<file path="config.mk">
export PLATFORM = sky130hd
export DESIGN_NAME = serial_seq_detector
export DESIGN_NICKNAME = d
export VERILOG_FILES = /design/src/rtl/serial_seq_detector.sv
export SDC_FILE = /design/constraint.sdc
export NUM_CORES = 1
export LEC_CHECK = 0
export ABC_AREA = 1
export CAP_MARGIN = 40
export CORE_AREA = 2 2 47 49
export DETAILED_ROUTE_END_ITERATION = 10
export DIE_AREA = 0 0 49 51
export PLACE_DENSITY_LB_ADDON = 0.15
export SLEW_MARGIN = 20
export SYNTH_ARGS = -nofsm -noshare
export SYNTH_HDL_FRONTEND = slang
export SYNTH_SLANG_ARGS = --single-unit
</file>
<file path="constraint.sdc">
create_clock -name clk -period 2 [get_ports clk]
set_clock_uncertainty 0.15 [all_clocks]
set_input_delay 0.2 -clock clk [delete_from_list [all_inputs] [get_ports clk]]
set_output_delay 0.2 -clock clk [all_outputs]
set_load 0.02 [all_outputs]
</file>
<file path="src/rtl/serial_seq_detector.sv">
// serial_seq_detector: serial pattern detector with saturating match count; overlap enabled by SEQ_DETECT_OVERLAP_EN
module serial_seq_detector #(
    parameter int             LEN     = 4,
    parameter logic [LEN-1:0] PATTERN = 4'b1011,
    parameter int             CNT_W   = 8
) (
    input  logic             clk,
    input  logic             rst,
    input  logic             din_valid,
    input  logic             din,
    output logic             match,
    output logic [CNT_W-1:0] match_count,
    output logic             armed
);
    localparam int FW = $clog2(LEN + 1);
    localparam logic [FW-1:0] FULL = FW'(LEN);
    typedef enum logic [1:0] {EMPTY, FILLING, ARMED} state_t;
    state_t           state_q, state_d;
    logic [LEN-1:0]   hist_q, hist_d, hist_nx;
    logic [FW-1:0]    fill_q, fill_d, fill_nx;
    logic             match_q, match_d;
    logic [CNT_W-1:0] cnt_q, cnt_d;
    logic             det;
    // next history/fill, detection, and the fill-derived FSM state
    always_comb begin
        hist_nx = {hist_q[LEN-2:0], din};
        fill_nx = (fill_q == FULL) ? FULL : fill_q + 1'b1;
        det     = din_valid && (fill_nx == FULL) && (hist_nx == PATTERN);
`ifdef SEQ_DETECT_OVERLAP_EN
        hist_d  = din_valid ? hist_nx : hist_q;
        fill_d  = din_valid ? fill_nx : fill_q;
`else
        hist_d  = det ? '0 : din_valid ? hist_nx : hist_q;
        fill_d  = det ? '0 : din_valid ? fill_nx : fill_q;
`endif
        state_d = (fill_d == '0) ? EMPTY : (fill_d == FULL) ? ARMED : FILLING;
        match_d = det;
        cnt_d   = (det && cnt_q != '1) ? cnt_q + 1'b1 : cnt_q;
    end
    // state register with synchronous reset taking priority over input bits
    always_ff @(posedge clk) begin
        if (rst) begin
            state_q <= EMPTY;
            hist_q  <= '0;
            fill_q  <= '0;
            match_q <= 1'b0;
            cnt_q   <= '0;
        end else begin
            state_q <= state_d;
            hist_q  <= hist_d;
            fill_q  <= fill_d;
            match_q <= match_d;
            cnt_q   <= cnt_d;
        end
    end
    assign match       = match_q;
    assign match_count = cnt_q;
    assign armed       = (state_q == ARMED);
endmodule

</file>
==> results of run 1 <==
==> cell usage in the layout (no fill, tap or decap), types with 3 or more instances in the layout <==
| cell | synthesis | layout |
|---|---|---|
| nand3_1 | 11 | 11 |
| nor2_1 | 17 | 17 |
| nand2_1 | 26 | 26 |
| inv_1 | 15 | 15 |
| nand2_2 | 4 | 4 |
| a21oi_1 | 11 | 11 |
| xor2_1 | 3 | 3 |
| clkdlybuf4s50_1 | 0 | 13 |
| nor2_2 | 5 | 5 |
| clkbuf_4 | 0 | 3 |
| ha_1 | 3 | 3 |
| dfxtp_1 | 17 | 17 |
==> registers in the layout (all words and copies together), names as in the netlist <==
register and count:
hist_q 3, match 1, state_q 2, fill_q 3, match_count 8
==> logic make-up after synthesis <==
group	share of synthesized area
xor+xnor	0.0272
fa+ha+maj	0.0389
flops	0.353
compound gates	0.0804
buf+inv	0.0817
simple gates	0.419
==> metal layers <==
layer	track usage	up-vias	part of all wire
met5	0	-	0
li1	-	446	-
met3	0.0351	4	0.035
met1	0.197	389	0.47
met4	0.0810	0	0.013
met2	0.279	15	0.48
==> metrics by stage <==
| step | instances | setup WS [ns] | power (W) |
|---|---|---|---|
| floorplan | 131 | 0.365 | 0.000430 |
| global placement | 172 | 0.261 | 0.000451 |
| detailed placement | 172 | 0.206 | 0.000453 |
| CTS | 176 | 0.172 | 0.000638 |
| global route | 176 | 0.0766 | 0.000669 |
| finish | 176 | 0.196 | 0.000631 |
==> power by group through the flow <==
stage	logic, W	clock network, W	registers, W
after global placement	0.0000881	0	0.000363
after global routing	0.000100	0.000211	0.000358
after detailed placement	0.0000900	0	0.000363
after floorplan	0.0000678	0	0.000362
final	0.0000892	0.000186	0.000355
after CTS	0.0000905	0.000192	0.000355
==> layout make-up <==
cell class,instances,area [um^2]
inverters,18,70.1
fillers,215,901
well taps,28,35.0
clock buffers,4,26.3
multi-input cells,94,546
flip-flops and latches,17,340
repair buffers,15,145
==> worst paths after layout <==
kind | cells after the start | slack [ns] | endpoint | start
setup / recovery | 8 | 0.20 | match_count[3] | fill_q[0]
hold / removal | 2 | 0.36 | match_count[3] | match_count[3]
setup reg to reg | 8 | 0.20 | match_count[3] | fill_q[0]
hold reg to reg | 2 | 0.36 | match_count[3] | match_count[3]
==> worst register-to-register path, stage by stage (launching register included) <==
cell and delay, ns:
dfxtp_1 0.37, inv_2 0.07, ha_1 0.32, nor2_1 0.24, nand2_1 0.10, nor2_2 0.13, nand4_4 0.16, nand2_1 0.11
a21oi_1 0.06
==> run metrics, run 1 <==
Clk network pwr share=0.295; total CTS buffers=3; Seq cells post-synth=17; Area growth, synth to finish=20.5%; number of H-tree levels=1; Worst Hold Class=reg -> reg; placed cell areas=1140 um^2; Routed WL=1810 um; largest net degree at the start of global routing=12; top_reg_cell synth=dfxtp_1; dpl hpwl=1340 um; Pins Over Slew Limit=0; Max-Cap Viols=0; Synth Instances=131; crit-path cells=inv_2, ha_1, nor2_1, nand2_1, nor2_2, nand4_4, nand2_1, a21oi_1; total track usage=0.164; Design Area, Final=1160 um^2; worst-margin pin slew=0.441 ns; TritonCTS sink count=17; initial antenna violation count=0; die width=49 um; vias in the first global route=788; first-pass GRT wire length=3130 um; Post-DRT Antenna Nets=0; final period utilization=0.902; Logic pwr share=0.141; Required @ worst endpoint=2.02 ns; Port-buffer cells=13; Sequential Power Share=0.564; Syn Area/Cell=7.36 um^2; PD cells=543 nW/um^2; Die Area=2500 um^2; net count after synthesis=138; outcome=complete, no violations; n_diodes=0; Final min period=1.80 ns; Buf/Inv on CP=1; Sw Pwr=0.000170 W; clk_lat worst skew=0.29 ns; layout cell share with drive strength beyond 1=0.169; wire length per cell=10.3 um; fmax=554 MHz; final setup vio count=0; Setup TNS=0 ns; synthesized cell area=965 um^2; Root Driver=clkbuf_4; VDD IR max=302 uV; top cell type's share of synthesized area=0.353; Int Pwr=0.000460 W; Max Buffers Root-to-Sink=2; Initial Util=0.468; Overflow after GRT=0; boundary pin count=14; cell family with most CP delay=simple AND/OR/NAND/NOR gates; Final Hold Fails=0; DRC Markers=0; worst rel slew slack=0.705; unrepaired setup endpoints after global routing=false; starting DRC count in detailed routing=10; count of cell types in the netlist=25; die height=51 um; synth top area cells=dfxtp_1, nand2_1, nor2_1; sequential share of the synthesized area=0.353; # Post-CTS Setup Buffers=0; Critical Path Fanout Max=8; CP max-delay cell=dfxtp_1; switching share of power=0.270; Synth top cells by count=nand2_1, dfxtp_1, nor2_1, inv_1; CTS tree=done; count leader, synth=nand2_1; post-cts resize count=0; Critical Path Max Stage Delay=0.37 ns; Startpoint Class=register; fin util=0.563; final net count=156; router iterations before antenna repair=4; CP Class=reg -> reg; Lkg Pwr=0.457 nW; Hold WS=0.362 ns; vias=854; Clock transition at path regs=0.10 ns; Critical Path Most Common Cell=nand2_1; detail-routed via count per cell=4.85; Worst EP arrival=1.82 ns; GPL Wtd Cong=0.737; number of flops mapped to enable cells by yosys=0; Site Rows=17; ys async rst share=0; CP Capture Type=register; Yosys top cell by area=dfxtp_1; YS warnings=0; Core ar.=2060 um^2; cts hold-fix bufs=0
(Power assumes the default switching activity.)
==> run 2: changes to the inputs <==
--- a/config.mk
+++ b/config.mk
@@ -11,7 +11,7 @@
 export DETAILED_ROUTE_END_ITERATION = 10
 export DIE_AREA = 0 0 49 51
 export PLACE_DENSITY_LB_ADDON = 0.15
-export SLEW_MARGIN = 20
+export SLEW_MARGIN = 0
 export SYNTH_ARGS = -nofsm -noshare
 export SYNTH_HDL_FRONTEND = slang
 export SYNTH_SLANG_ARGS = --single-unit
==> results of run 2 <==
No change in the layout: final DEF, timing and power equal those of run 1.
==> run 3: changes to the inputs <==
--- a/config.mk
+++ b/config.mk
@@ -10,6 +10,7 @@
 export CORE_AREA = 2 2 47 49
 export DETAILED_ROUTE_END_ITERATION = 10
 export DIE_AREA = 0 0 49 51
+export GPL_TIMING_DRIVEN = 1
 export PLACE_DENSITY_LB_ADDON = 0.15
 export SLEW_MARGIN = 0
 export SYNTH_ARGS = -nofsm -noshare
==> results of run 3 <==
No change in the layout: final DEF, timing and power equal those of run 1.
